$ cat config.mk
export PLATFORM = sky130hd
export DESIGN_NAME = pc_npc_fetch_unit
export DESIGN_NICKNAME = d
export VERILOG_FILES = /design/src/rtl/pc_npc_fetch_unit.sv
export SDC_FILE = /design/constraint.sdc
export NUM_CORES = 1
export LEC_CHECK = 0
export CAP_MARGIN = 20
export CORE_MARGIN = 4
export CORE_UTILIZATION = 69
export DETAILED_ROUTE_END_ITERATION = 10
export DONT_BUFFER_PORTS = 1
export PLACE_DENSITY = 0.85
export REMOVE_ABC_BUFFERS = 1
export SLEW_MARGIN = 15
export SYNTH_ARGS = -nofsm -noshare
export SYNTH_HDL_FRONTEND = slang
export SYNTH_SLANG_ARGS = --single-unit
$ cat constraint.sdc
create_clock -name clk -period 5.2 [get_ports clk]
set_input_delay 0.52 -clock clk [delete_from_list [all_inputs] [get_ports clk]]
set_output_delay 0.52 -clock clk [all_outputs]
set_load 0.1 [all_outputs]
$ cat src/rtl/pc_npc_fetch_unit.sv
// PC/nPC fetch pair with MIPS delay-slot semantics, stall handling and a
// one-entry redirect buffer that keeps a branch/jump seen during a stall.
module pc_npc_fetch_unit #(
  parameter int unsigned            ADDR_WIDTH  = 32,
  parameter int unsigned            INSTR_BYTES = 4,
  parameter logic [ADDR_WIDTH-1:0]  RESET_PC    = '0,
  parameter logic [ADDR_WIDTH-1:0]  EXC_VECTOR  = 'h80
) (
  input  logic                  clk,
  input  logic                  reset,
  input  logic                  stall,
  input  logic                  branch_taken,
  input  logic [ADDR_WIDTH-1:0] branch_target,
  input  logic                  jump,
  input  logic [ADDR_WIDTH-1:0] jump_target,
  input  logic                  exc_req,
  output logic [ADDR_WIDTH-1:0] pc,
  output logic [ADDR_WIDTH-1:0] npc,
  output logic [ADDR_WIDTH-1:0] pc_plus8,
  output logic                  fetch_valid,
  output logic                  redirect_pending,
  output logic                  flush_if,
  output logic                  align_err,
  output logic [1:0]            state_dbg
);

  localparam logic [ADDR_WIDTH-1:0] STEP       = ADDR_WIDTH'(INSTR_BYTES);
  localparam logic [ADDR_WIDTH-1:0] LINK_OFS   = ADDR_WIDTH'(2 * INSTR_BYTES);
  localparam logic [ADDR_WIDTH-1:0] ALIGN_MASK = ADDR_WIDTH'(INSTR_BYTES - 1);

  typedef enum logic [1:0] {
    ST_WARMUP = 2'd0,
    ST_RUN    = 2'd1,
    ST_HOLD   = 2'd2
  } state_e;

  state_e                state_q, state_d;
  logic [ADDR_WIDTH-1:0] pc_q, pc_d;
  logic [ADDR_WIDTH-1:0] npc_q, npc_d;
  logic [ADDR_WIDTH-1:0] pend_q, pend_d;
  logic                  rp_q, rp_d;
  logic                  fv_q, fv_d;
  logic                  flush_q, flush_d;
  logic                  aerr_q, aerr_d;

  logic                  redirect;
  logic                  tgt_mis;
  logic [ADDR_WIDTH-1:0] sel;

  // Misalignment is judged on the target that wins priority, not on both.
  assign redirect = jump | branch_taken;
  assign tgt_mis  = jump ? (|(jump_target & ALIGN_MASK))
                         : (|(branch_target & ALIGN_MASK));
  assign sel      = jump         ? (jump_target & ~ALIGN_MASK)
                  : branch_taken ? (branch_target & ~ALIGN_MASK)
                  : (npc_q + STEP);

  always_comb begin
    state_d = state_q;
    pc_d    = pc_q;
    npc_d   = npc_q;
    pend_d  = pend_q;
    rp_d    = rp_q;
    fv_d    = fv_q;
    flush_d = 1'b0;
    aerr_d  = 1'b0;
    if (exc_req && state_q != ST_WARMUP) begin
      // Exceptions bypass the delay slot and drop any buffered redirect.
      pc_d    = EXC_VECTOR;
      npc_d   = EXC_VECTOR + STEP;
      rp_d    = 1'b0;
      flush_d = 1'b1;
      state_d = ST_RUN;
    end else begin
      case (state_q)
        ST_WARMUP: begin
          state_d = ST_RUN;
          fv_d    = 1'b1;
        end
        ST_RUN: begin
          if (!stall) begin
            pc_d   = npc_q;
            npc_d  = sel;
            aerr_d = redirect & tgt_mis;
          end else if (redirect) begin
            pend_d  = sel;
            rp_d    = 1'b1;
            aerr_d  = tgt_mis;
            state_d = ST_HOLD;
          end
        end
        ST_HOLD: begin
          if (stall) begin
            if (redirect) begin
              pend_d = sel;
              aerr_d = tgt_mis;
            end
          end else begin
            // A fresh redirect on the release edge supersedes the buffered one.
            pc_d    = npc_q;
            npc_d   = redirect ? sel : pend_q;
            aerr_d  = redirect & tgt_mis;
            rp_d    = 1'b0;
            state_d = ST_RUN;
          end
        end
        default: state_d = ST_WARMUP;
      endcase
    end
  end

  always_ff @(posedge clk or negedge reset) begin
    if (!reset) begin
      state_q <= ST_WARMUP;
      pc_q    <= RESET_PC;
      npc_q   <= RESET_PC + STEP;
      pend_q  <= '0;
      rp_q    <= 1'b0;
      fv_q    <= 1'b0;
      flush_q <= 1'b0;
      aerr_q  <= 1'b0;
    end else begin
      state_q <= state_d;
      pc_q    <= pc_d;
      npc_q   <= npc_d;
      pend_q  <= pend_d;
      rp_q    <= rp_d;
      fv_q    <= fv_d;
      flush_q <= flush_d;
      aerr_q  <= aerr_d;
    end
  end

  assign pc               = pc_q;
  assign npc              = npc_q;
  assign pc_plus8         = pc_q + LINK_OFS;
  assign fetch_valid      = fv_q;
  assign redirect_pending = rp_q;
  assign flush_if         = flush_q;
  assign align_err        = aerr_q;
  assign state_dbg        = state_q;

endmodule

* After elaboration in Yosys (flattened, before gate mapping)
Cells that the tools add are included.
** Word-level totals
- Logic and storage cells :: 60
- Flip-flop bits (word level) :: 102
** Cells by class
- Bitwise operators :: 3
- $add $sub $neg :: 2
- Muxes and demuxes :: 26
- Reductions and logical operators :: 14
- Eq/ne operators :: 7
** Operators by type and width (count)
- 32-bit two-way mux :: 9
- 32-bit one-hot mux with 2 select lines :: 1
- 32-bit by 3-bit adder with 32-bit output (second input constant) :: 1
- 32-bit by 4-bit adder with 32-bit output (second input constant) :: 1
- 3-bit != test (second input constant) :: 4
- 1-bit two-way mux :: 10
- 3-bit AND reduction :: 3
- 2-bit two-way mux :: 4
- 2-bit one-hot mux with 3 select lines :: 1
- 2-bit OR reduction :: 3
- 2-bit AND reduction :: 2
- 4-bit AND reduction :: 1
- 2-bit nonzero test :: 2
- 3-bit nonzero test :: 1
- 2-bit by 1-bit equality test with 1-bit output (second input constant) :: 1
- 2-bit equality test (second input constant) :: 1
- 2-bit logical NOT :: 1
- 2-bit by 1-bit != test with 1-bit output (second input constant) :: 1
- 1-bit one-hot mux with 2 select lines :: 1
- 1-bit AND :: 1
- 1-bit logical AND :: 1
- 1-bit NOT :: 1
- 1-bit OR :: 1

* Depth between registers and ports, before layout
Gate-level depths: netlist (run 1).
- Word-level depth :: 7
- Gate-level depth with buffers :: 10
- Gate-level depth less buffers :: 9

* Least setup slack after synthesis (run 1)
OpenSTA, ideal clock, no wires.
- Path kind :: register -> output
- Start :: register pc_q[5], in the netlist pc[5]
- End :: output port pc_plus8[26]
- Setup slack :: 971 ps
- Cell stages (with the launch flop) :: 8
- Data required time :: 4680 ps
- Arrival :: 3709 ps
- Cell sequence :: dfrtp_1 -> and4_1 -> and4_1 -> clkbuf_1 -> nor2b_1 -> nand4_1 -> nor2_1 -> xor2_1
** Between the ends
- Longest elaborated chain between the ends :: 1
** Ends and longest elaborated chain
- start: declaration :: line 38 : logic [ADDR_WIDTH-1:0] pc_q, pc_d;
- start signal: assignment :: line 124 : pc_q <= pc_d;
- 32-bit by 4-bit adder with 32-bit output :: line 136 : assign pc_plus8 = pc_q + LINK_OFS;
- end: declaration :: line 19 : output logic [ADDR_WIDTH-1:0] pc_plus8,
Every way passes these cells.

* Worst setup path after layout (run 1)
- Start :: register state_q[0], in the netlist state_dbg[0]
- End :: register npc_q[19], in the netlist npc[19]
** Between the ends
- Longest elaborated chain between the ends :: 4
- Elaborated cells on any way between the ends :: 10
** Ends and longest elaborated chain
- start: declaration :: line 37 : state_e state_q, state_d;
- start signal: assignment :: line 123 : state_q <= state_d;
- 2-bit nonzero test :: line 67 : if (exc_req && state_q != ST_WARMUP) begin
- 1-bit logical AND :: line 67
- 3-bit != test (no source line) / 3-bit nonzero test (equally long branches)
- 3-bit AND reduction (no source line)
- end signal: assignment :: line 116 : npc_q <= RESET_PC + STEP;
- end signal: assignment :: line 125 : npc_q <= npc_d;
- end: declaration :: line 39 : logic [ADDR_WIDTH-1:0] npc_q, npc_d;
Parallel ways exist; a longest one is shown, timed or not.
A chain may end at the register's enable or synchronous reset.

==> results.py, run 1 <==
metrics = {
    "logic_synthesis": {
        "ys_top_cells_by_area": "sky130_fd_sc_hd__dfrtp_1 44%, sky130_fd_sc_hd__o21ai_0 6.4%, sky130_fd_sc_hd__a22o_1 5.3%",
        "async_reset_ff_share_pct": 100,
        "ys_types": 56,
        "syn_avg_cell_area_um2": 9.09,
        "netlist_area_um2": 5740,
        "synth_top_area_share_pct": 44.0,
        "synth.largest_area_cell": "sky130_fd_sc_hd__dfrtp_1",
        "seq_area_frac_synth_pct": 44.5,
        "ys.warnings.count": 0,
        "synth_edf_count": 0,
        "postSynthRegisterBits": 102,
        "synth_cells": 632,
        "ys.flop_type": "sky130_fd_sc_hd__dfrtp_1",
    },
    "cells_and_area": {
        "final-seq-area_um2": 2560,
        "multi_input_comb_area_um2": 3150,
        "final_common_cell": "sky130_fd_sc_hd__dfrtp_1",
        "total_nets_final": 736,
        "antenna_diode_count": 0,
        "mostFrequentLayoutCells": "98 x sky130_fd_sc_hd__dfrtp_1, 73 x sky130_fd_sc_hd__o21ai_0, 68 x sky130_fd_sc_hd__nand2_1",
        "final_cell_area_um2": 6590,
        "final.fill_count": 519,
        "drive_gt1_share_pct": 18.3,
        "synthToLayoutAreaGrowth_pct": 14.8,
    },
    "drt": {
        "drc": 0,
        "drt-vias-per-instance": 7.03,
        "wl_per_cell_um": 22.6,
        "detail_route.first_pass.iterations": 6,
        "drtIter0Drc": 622,
        "detail-route-antenna-nets": 0,
        "wl_mm": 17.4,
        "count_of_vias_placed_by_the_detailed_router": 5411,
    },
    "floorplanning": {
        "rows": 33,
        "pin_count": 172,
        "core_region_area_um2": 8180,
        "die_area_um2": 9840,
        "chipWidth_um": 99.2,
        "start_util_pct": 70.2,
        "chipHeight_um": 99.2,
    },
    "global_route": {
        "pin_count_of_the_biggest_net_entering_global_routing": 103,
        "grt_antenna_before_repair": 0,
        "first_global_vias": 5262,
        "grt_overflow_total": 0,
        "grt_resource_usage_total_pct": 35.5,
        "grt_first_pass_wirelength_mm": 27.5,
    },
    "flow_run": {
        "max-cap-violations": 0,
    },
    "placement": {
        "port_buffers": 0,
        "placedInstanceArea_um2": 6360,
        "place.detailed.hpwl_mm": 12.5,
        "gpl.final_weighted_congestion": 0.967,
    },
    "worst_hold_path": {
        "holdCritPathClass": "in -> async",
    },
    "timing": {
        "finalCriticalPeriod_ps": 3890,
        "setup_viol_count_final": 0,
        "finalCritPeriodShare_pct": 74.8,
        "max_freq_mhz": 257,
        "fin_tns_setup_ps": 0,
        "maxSlewViolCount": 0,
        "final-hold-violation-count": 0,
        "worst-slew-pin-transition_ps": 1180,
        "final_clock_skew_ps": 14.2,
        "rsz0062_at_grt": "no",
        "worst_hold_slack_ps": 37.5,
        "slew_headroom_pct": 21.5,
    },
    "clock_network": {
        "cts_tree": "done",
        "path_clk_slew_ps": 110,
        "cts_inserted_buffers": 9,
        "cts.sink_count": 102,
        "clk_root_buffer_cell": "sky130_fd_sc_hd__clkbuf_8",
        "cts.htree.levels": 3,
        "cts-root-to-sink-buffers": 2,
        "insertion_delay_ps": 390,
    },
    "critical_path": {
        "timing_worst_setup_path_type": "reg -> reg",
        "worst_setup_path_end_kind": "flop",
        "critPathArrivalTime_ps": 4170,
        "startpoint_type": "flop",
        "crit_required_ps": 5480,
        "critical_path.max_fanout": 25,
    },
    "status": {
        "status": "finished, final reports clean",
    },
}
-- flip-flops by register name, indices dropped and copies added, names as in the netlist --
| signal | cells |
|---|---|
| state_dbg | 2 |
| fetch_valid | 1 |
| npc | 32 |
| flush_if | 1 |
| pend_q | 32 |
| align_err | 1 |
| pc | 32 |
| redirect_pending | 1 |
-- cells in the mapped netlist, types with 6 or more instances --
library cell / n
sky130_fd_sc_hd__dfrtp_1: 101
sky130_fd_sc_hd__o21ai_0: 73
sky130_fd_sc_hd__nand2_1: 68
sky130_fd_sc_hd__clkbuf_1: 39
sky130_fd_sc_hd__nor2_1: 38
sky130_fd_sc_hd__a22o_1: 35
sky130_fd_sc_hd__xnor2_1: 33
sky130_fd_sc_hd__nand3_1: 29
sky130_fd_sc_hd__a21oi_1: 25
sky130_fd_sc_hd__inv_1: 18
sky130_fd_sc_hd__nand4_1: 15
sky130_fd_sc_hd__a211oi_1: 13
sky130_fd_sc_hd__nor3_1: 13
sky130_fd_sc_hd__a32oi_1: 12
sky130_fd_sc_hd__xor2_1: 12
sky130_fd_sc_hd__and2_1: 7
sky130_fd_sc_hd__and3_1: 7
sky130_fd_sc_hd__a22oi_1: 6
sky130_fd_sc_hd__and4_1: 6
sky130_fd_sc_hd__ha_1: 6
-- logic make-up (layout without fill, tap and decap cells) --
logic type | count (synthesis) | after routing | synth area share [%]
simple gates | 206 | 206 | 18.1
compound gates | 204 | 204 | 23.8
flops | 102 | 102 | 44.5
buf+inv | 64 | 97 | 4.55
xor+xnor | 45 | 45 | 6.86
fa+ha+maj | 6 | 6 | 1.31
mux | 5 | 5 | 0.893
-- repair_timing --
action	4_1_cts	5_1_grt
endpoints found under the hold margin	102	0
resized for setup	0	0
endpoints found under the setup margin	0	0
hold buffers	1	0
setup buffers	0	0
-- metrics by stage --
step	utilization, %	setup slack (ps)	std cells
after detailed placement	77.8	1450	753
after CTS	80.6	1430	770
after global routing	80.6	1090	770
after global placement	77.7	1650	752
final	80.6	1310	770
after floorplan	-	716	587
-- routing by layer --
metal  global-route usage [%]  part of all wire (%)  wire length, um
met1                     46.3                    37             6500
met2                     57.1                    48             8310
met3                     8.27                    11             2000
met4                     16.0                   3.4              585
met5                        0                     0                0
-- final timing paths --
kind | to | from | slack, ps | cells after the start
max | npc[19] | state_dbg[0] | 1310 | 8
min | pc[26] | reset | 40 | 1
max reg2reg | npc[19] | state_dbg[0] | 1310 | 8
min reg2reg | pend_q[14] | pend_q[14] | 490 | 2
max in group asynchronous | pc[2] | reset | 4740 | 1
min in group clk | npc[22] | jump_target[22] | 310 | 2
-- final cells by class --
| cell class | instances | share of cell area (%) |
|---|---|---|
| Clock inverter | 7 | 1.12 |
| Sequential cell | 102 | 38.8 |
| Clock buffer | 9 | 1.88 |
| Inverter | 19 | 1.08 |
| Multi-Input combinational cell | 466 | 47.7 |
| Tap cell | 105 | 1.99 |
| Timing Repair Buffer | 62 | 7.37 |
-- worst max-delay path, cell delays in order (launching register included) --
cell,delay [ps]
sky130_fd_sc_hd__dfrtp_1,990
sky130_fd_sc_hd__inv_1,220
sky130_fd_sc_hd__ha_1,480
sky130_fd_sc_hd__o21ai_0,370
sky130_fd_sc_hd__o32ai_2,140
sky130_fd_sc_hd__buf_4,260
sky130_fd_sc_hd__nor2_2,630
sky130_fd_sc_hd__nand2_1,390
sky130_fd_sc_hd__o21ai_0,300
Power of run 1 is left out: the tool's default activity adds up to more than one toggle a clock period on the data nets, which glitch-free logic cannot reach.
==> inputs of run 2 (changes only) <==
--- a/config.mk
+++ b/config.mk
@@ -7,10 +7,10 @@
 export LEC_CHECK = 0
 export CAP_MARGIN = 20
 export CORE_MARGIN = 4
-export CORE_UTILIZATION = 69
+export CORE_UTILIZATION = 64
 export DETAILED_ROUTE_END_ITERATION = 10
 export DONT_BUFFER_PORTS = 1
-export PLACE_DENSITY = 0.85
+export PLACE_DENSITY = 0.8
 export REMOVE_ABC_BUFFERS = 1
 export SLEW_MARGIN = 15
 export SYNTH_ARGS = -nofsm -noshare
==> constraint.sdc (replaced) <==
create_clock -name clk -period 3.75 [get_ports clk]
set_input_delay 0.375 -clock clk [delete_from_list [all_inputs] [get_ports clk]]
set_output_delay 0.375 -clock clk [all_outputs]
set_load 0.1 [all_outputs]
==> results.py, run 2 (synthesized netlist as in run 1, its figures left out) <==
metrics = {
    "timing": {
        "finalCritPeriodShare_pct": 82.1,
        "worst_slack_ps": 671,
        "maxSlewViolCount": 0,
        "rsz0062_at_grt": "no",
        "final_clock_skew_ps": 11.8,
        "finalCriticalPeriod_ps": 3080,
        "worst-slew-pin-transition_ps": 1080,
        "setup_viol_count_final": 0,
        "final-hold-violation-count": 0,
        "fin_tns_setup_ps": 0,
        "worst_hold_slack_ps": 191,
        "slew_headroom_pct": 27.8,
        "max_freq_mhz": 325,
    },
    "placement": {
        "placed_cells": 790,
        "gpl.final_weighted_congestion": 0.981,
        "place.detailed.hpwl_mm": 12.9,
        "pre_cts_slack_ps": 784,
        "port_buffers": 0,
    },
    "cells_and_area": {
        "drive_gt1_share_pct": 22.3,
        "finalNonFillerCells": 808,
        "synthToLayoutAreaGrowth_pct": 19.8,
        "antenna_diode_count": 0,
        "total_nets_final": 771,
        "final_common_cell": "sky130_fd_sc_hd__dfrtp_1",
        "mostFrequentLayoutCells": "98 x sky130_fd_sc_hd__dfrtp_1, 92 x sky130_fd_sc_hd__buf_4, 73 x sky130_fd_sc_hd__o21ai_0",
    },
    "critical_path": {
        "critical_path.max_fanout": 8,
        "crit_required_ps": 4040,
        "ff2ff_path_depth": 10,
        "critPathArrivalTime_ps": 3370,
        "timing_worst_setup_path_type": "reg -> reg",
        "startpoint_type": "flop",
        "worst_setup_path_end_kind": "flop",
    },
    "clock_network": {
        "post_cts_hold_buffer_count": 2,
        "clk_root_buffer_cell": "sky130_fd_sc_hd__clkbuf_8",
        "postCtsSetupRepairBufs": 0,
        "cts.sink_count": 102,
        "insertion_delay_ps": 370,
        "cts-resized-gates": 0,
        "cts-root-to-sink-buffers": 2,
        "cts.htree.levels": 3,
        "cts_inserted_buffers": 9,
        "path_clk_slew_ps": 100,
        "cts_tree": "done",
    },
    "floorplanning": {
        "pin_count": 172,
        "chipWidth_um": 103,
        "rows": 34,
        "chipHeight_um": 103,
        "start_util_pct": 65.8,
        "core_region_area_um2": 8720,
        "die_area_um2": 10600,
    },
    "global_route": {
        "grt_antenna_before_repair": 0,
        "grt_overflow_total": 0,
        "grt_resource_usage_total_pct": 34.5,
        "first_global_vias": 5368,
        "grt_first_pass_wirelength_mm": 27.7,
        "pin_count_of_the_biggest_net_entering_global_routing": 103,
    },
    "drt": {
        "wl_per_cell_um": 22.1,
        "detail-route-antenna-nets": 0,
        "drc": 0,
        "count_of_vias_placed_by_the_detailed_router": 5534,
        "drt-vias-per-instance": 6.85,
        "wl_mm": 17.9,
        "drtIter0Drc": 501,
        "detail_route.first_pass.iterations": 5,
    },
    "worst_hold_path": {
        "timing.hold.worst_path_depth": 2,
        "holdCritPathClass": "in -> reg",
    },
    "flow_run": {
        "max-cap-violations": 0,
    },
    "status": {
        "status": "finished, final reports clean",
    },
}
==> run 2: changes by cell type in the layout (fill, tap and decap cells not counted) <==
cell / delta
sky130_fd_sc_hd__clkinv_4: -1
sky130_fd_sc_hd__buf_4: +31
sky130_fd_sc_hd__dlygate4sd3_1: +1
sky130_fd_sc_hd__clkinvlp_4: +4
sky130_fd_sc_hd__buf_12: +3
sky130_fd_sc_hd__clkinv_8: -1
sky130_fd_sc_hd__inv_6: -1
sky130_fd_sc_hd__inv_8: -1
==> run 2: worst paths after layout <==
path,start,to,slack [ps]
max,state_dbg[1],npc[30],670
min,jump_target[22],npc[22],190
max reg2reg,state_dbg[1],npc[30],670
min reg2reg,pend_q[19],pend_q[19],490
max in group asynchronous,reset,pc[2],2730
min in group asynchronous,reset,pc[25],550
==> run 2: metal layers <==
metal  wire length [um]  vias to the layer above  GRT usage [%]  part of all wire (%)
met5                  0                        -              0                     0
met4                493                        0           13.3                   2.8
met3               2410                       50           7.78                    14
met2               8460                      359           55.4                    47
met1               6520                     2681           45.9                    36
li1                   -                     2444              -                     -
==> run 2: stage by stage <==
| step | util, % | cell area (um2) |
|---|---|---|
| 2_1_floorplan | - | 5550 |
| 4_1_cts | 78.9 | 6880 |
| 3_5_place_dp | 76.4 | 6660 |
| 5_1_grt | 78.9 | 6880 |
| 3_3_place_gp | 76.4 | 6660 |
| 6_report | 78.9 | 6880 |
==> run 2: worst max-delay path: stages (launching register included) <==
cell                       delay (ps)
sky130_fd_sc_hd__dfrtp_1          360
sky130_fd_sc_hd__buf_4            310
sky130_fd_sc_hd__inv_1            140
sky130_fd_sc_hd__ha_1             220
sky130_fd_sc_hd__nand2b_1         210
sky130_fd_sc_hd__clkinv_1         190
sky130_fd_sc_hd__nor2_1            80
sky130_fd_sc_hd__nor2_1           480
sky130_fd_sc_hd__nand2_1          390
sky130_fd_sc_hd__or3_1            420
sky130_fd_sc_hd__o21ai_0          180
==> run 2: final cells by class <==
type | count | area, um2
clock inverter | 7 | 58.8
multi-input combinational | 466 | 3150
sequential | 102 | 2560
tap | 108 | 135
timing repair buffer | 97 | 788
fill | 579 | 1840
clock buffer | 9 | 124
inverter | 19 | 71.3
Power of run 2 is left out for the same reason.
==> inputs of run 3 (changes only) <==
--- a/config.mk
+++ b/config.mk
@@ -7,10 +7,10 @@
 export LEC_CHECK = 0
 export CAP_MARGIN = 20
 export CORE_MARGIN = 4
-export CORE_UTILIZATION = 64
+export CORE_UTILIZATION = 58
 export DETAILED_ROUTE_END_ITERATION = 10
 export DONT_BUFFER_PORTS = 1
-export PLACE_DENSITY = 0.8
+export PLACE_DENSITY = 0.76
 export REMOVE_ABC_BUFFERS = 1
 export SLEW_MARGIN = 15
 export SYNTH_ARGS = -nofsm -noshare
==> constraint.sdc (replaced) <==
create_clock -name clk -period 2.7 [get_ports clk]
set_input_delay 0.27 -clock clk [delete_from_list [all_inputs] [get_ports clk]]
set_output_delay 0.27 -clock clk [all_outputs]
set_load 0.1 [all_outputs]
==> results.py, run 3 (synthesized netlist as in run 1, its figures left out) <==
metrics = {
    "status": {
        "status": "finished, final reports clean",
    },
    "floorplanning": {
        "core_region_area_um2": 9680,
        "chipHeight_um": 107,
        "rows": 36,
        "chipWidth_um": 107,
        "pin_count": 172,
        "die_area_um2": 11600,
        "start_util_pct": 59.3,
    },
    "drt": {
        "wl_per_cell_um": 21.7,
        "wl_mm": 18.3,
        "detail_route.first_pass.iterations": 5,
        "count_of_vias_placed_by_the_detailed_router": 5577,
        "detail-route-antenna-nets": 0,
        "drtIter0Drc": 668,
        "drt-vias-per-instance": 6.58,
        "drc": 0,
    },
    "global_route": {
        "grt_antenna_before_repair": 0,
        "grt_first_pass_wirelength_mm": 28.8,
        "first_global_vias": 5447,
        "grt_overflow_total": 0,
        "grt_resource_usage_total_pct": 32.1,
        "pin_count_of_the_biggest_net_entering_global_routing": 103,
    },
    "placement": {
        "place.detailed.hpwl_mm": 13.3,
        "port_buffers": 0,
        "gpl.final_weighted_congestion": 0.926,
        "placedInstanceArea_um2": 7070,
    },
    "cells_and_area": {
        "final_cell_area_um2": 7310,
        "drive_gt1_share_pct": 23.9,
        "final.fill_count": 636,
        "antenna_diode_count": 0,
        "synthToLayoutAreaGrowth_pct": 27.4,
        "total_nets_final": 785,
        "mostFrequentLayoutCells": "98 x sky130_fd_sc_hd__dfrtp_1, 84 x sky130_fd_sc_hd__buf_4, 73 x sky130_fd_sc_hd__o21ai_0",
        "final-seq-area_um2": 2560,
        "multi_input_comb_area_um2": 3160,
        "final_common_cell": "sky130_fd_sc_hd__dfrtp_1",
    },
    "clock_network": {
        "cts_inserted_buffers": 9,
        "cts.sink_count": 102,
        "insertion_delay_ps": 370,
        "cts-root-to-sink-buffers": 2,
        "path_clk_slew_ps": 90,
        "clk_root_buffer_cell": "sky130_fd_sc_hd__clkbuf_8",
        "postCtsSetupRepairBufs": 0,
        "cts.htree.levels": 3,
        "cts_tree": "done",
    },
    "timing": {
        "setup_viol_count_final": 0,
        "worst-slew-pin-transition_ps": 951,
        "final_clock_skew_ps": 10.4,
        "final-hold-violation-count": 0,
        "max_freq_mhz": 387,
        "maxSlewViolCount": 0,
        "finalCritPeriodShare_pct": 95.7,
        "finalCriticalPeriod_ps": 2580,
        "slew_headroom_pct": 36.6,
        "rsz0062_at_grt": "yes",
    },
    "critical_path": {
        "worst_setup_path_end_kind": "output port",
        "slowest_delay_ps": 360,
        "crit_cells": 7,
        "critical_path.cell_chain": "and4_1, and4_2, nor2b_4, nand4_1, nor2_1, xor2_2, buf_12",
        "timing_worst_setup_path_type": "reg -> out",
        "crit_required_ps": 2430,
        "critPathTopFamily": "simple AND/OR/NAND/NOR gates",
        "startpoint_type": "flop",
        "worst_path_max_delay_cell": "sky130_fd_sc_hd__dfrtp_1",
        "critPathBufInv": 1,
        "critical_path.max_fanout": 5,
        "ff2ff_path_depth": 7,
        "critPathArrivalTime_ps": 2310,
    },
    "worst_hold_path": {
        "timing.hold.worst_path_depth": 2,
        "holdCritPathClass": "in -> reg",
    },
    "flow_run": {
        "max-cap-violations": 0,
    },
}
[run 3: cell type report]
cell class / instances / area share, %
multi-input cells: 466 / 43.2
flip-flops and latches: 102 / 35.0
repair buffers: 111 / 16.0
well taps: 133 / 2.28
clock buffers: 13 / 2.04
inverters: 19 / 0.975
clock inverters: 3 / 0.616
[run 3: worst register-to-register path, stage by stage, from the launching register on]
cell and delay, ps:
sky130_fd_sc_hd__dfrtp_1 420, sky130_fd_sc_hd__inv_1 120, sky130_fd_sc_hd__ha_1 200, sky130_fd_sc_hd__nand2b_1 190, sky130_fd_sc_hd__clkinv_1 250, sky130_fd_sc_hd__nor2_2 410
sky130_fd_sc_hd__nand2_1 370, sky130_fd_sc_hd__o21ai_0 290
[run 3: stage by stage]
stage / hold WS [ps] / setup slack (ps) / utilization (%) / instances / setup TNS (ps)
detailed placement: -23.2 / 314 / 73.0 / 829 / 0
global route: 93.8 / -16.5 / 75.5 / 847 / -22.0
CTS: 66.1 / 25.4 / 75.5 / 847 / 0
floorplan: -25.6 / -1780 / - / 587 / -89840
global placement: -22.6 / 406 / 73.0 / 829 / 0
finish: 77.4 / 116 / 75.5 / 847 / 0
[run 3: worst paths after layout]
path | start | slack (ps) | to
setup / recovery | pc[8] | 120 | pc_plus8[26]
min in group asynchronous | reset | 480 | pend_q[0]
hold / removal | jump_target[22] | 80 | npc[22]
hold reg to reg | pend_q[2] | 490 | pend_q[2]
max in group asynchronous | reset | 1770 | pc[2]
setup reg to reg | state_dbg[1] | 370 | npc[25]
[run 3: timing repair]
item | in CTS | in global routing
resized for setup | 2 | 3
endpoints found under the setup margin | 3 | 6
hold buffers | 2 | 0
hold endpoints to repair | 102 | 0
gates cloned | 0 | 0
[run 3: per-layer routing]
layer  wire length (um)  vias up  track usage, %
met5                  0        -               0
met4                627        0            14.3
met3               2330       61            9.18
met2               8600      393            50.2
met1               6790     2659            41.5
li1                   -     2464               -
Power of run 3 is left out for the same reason.
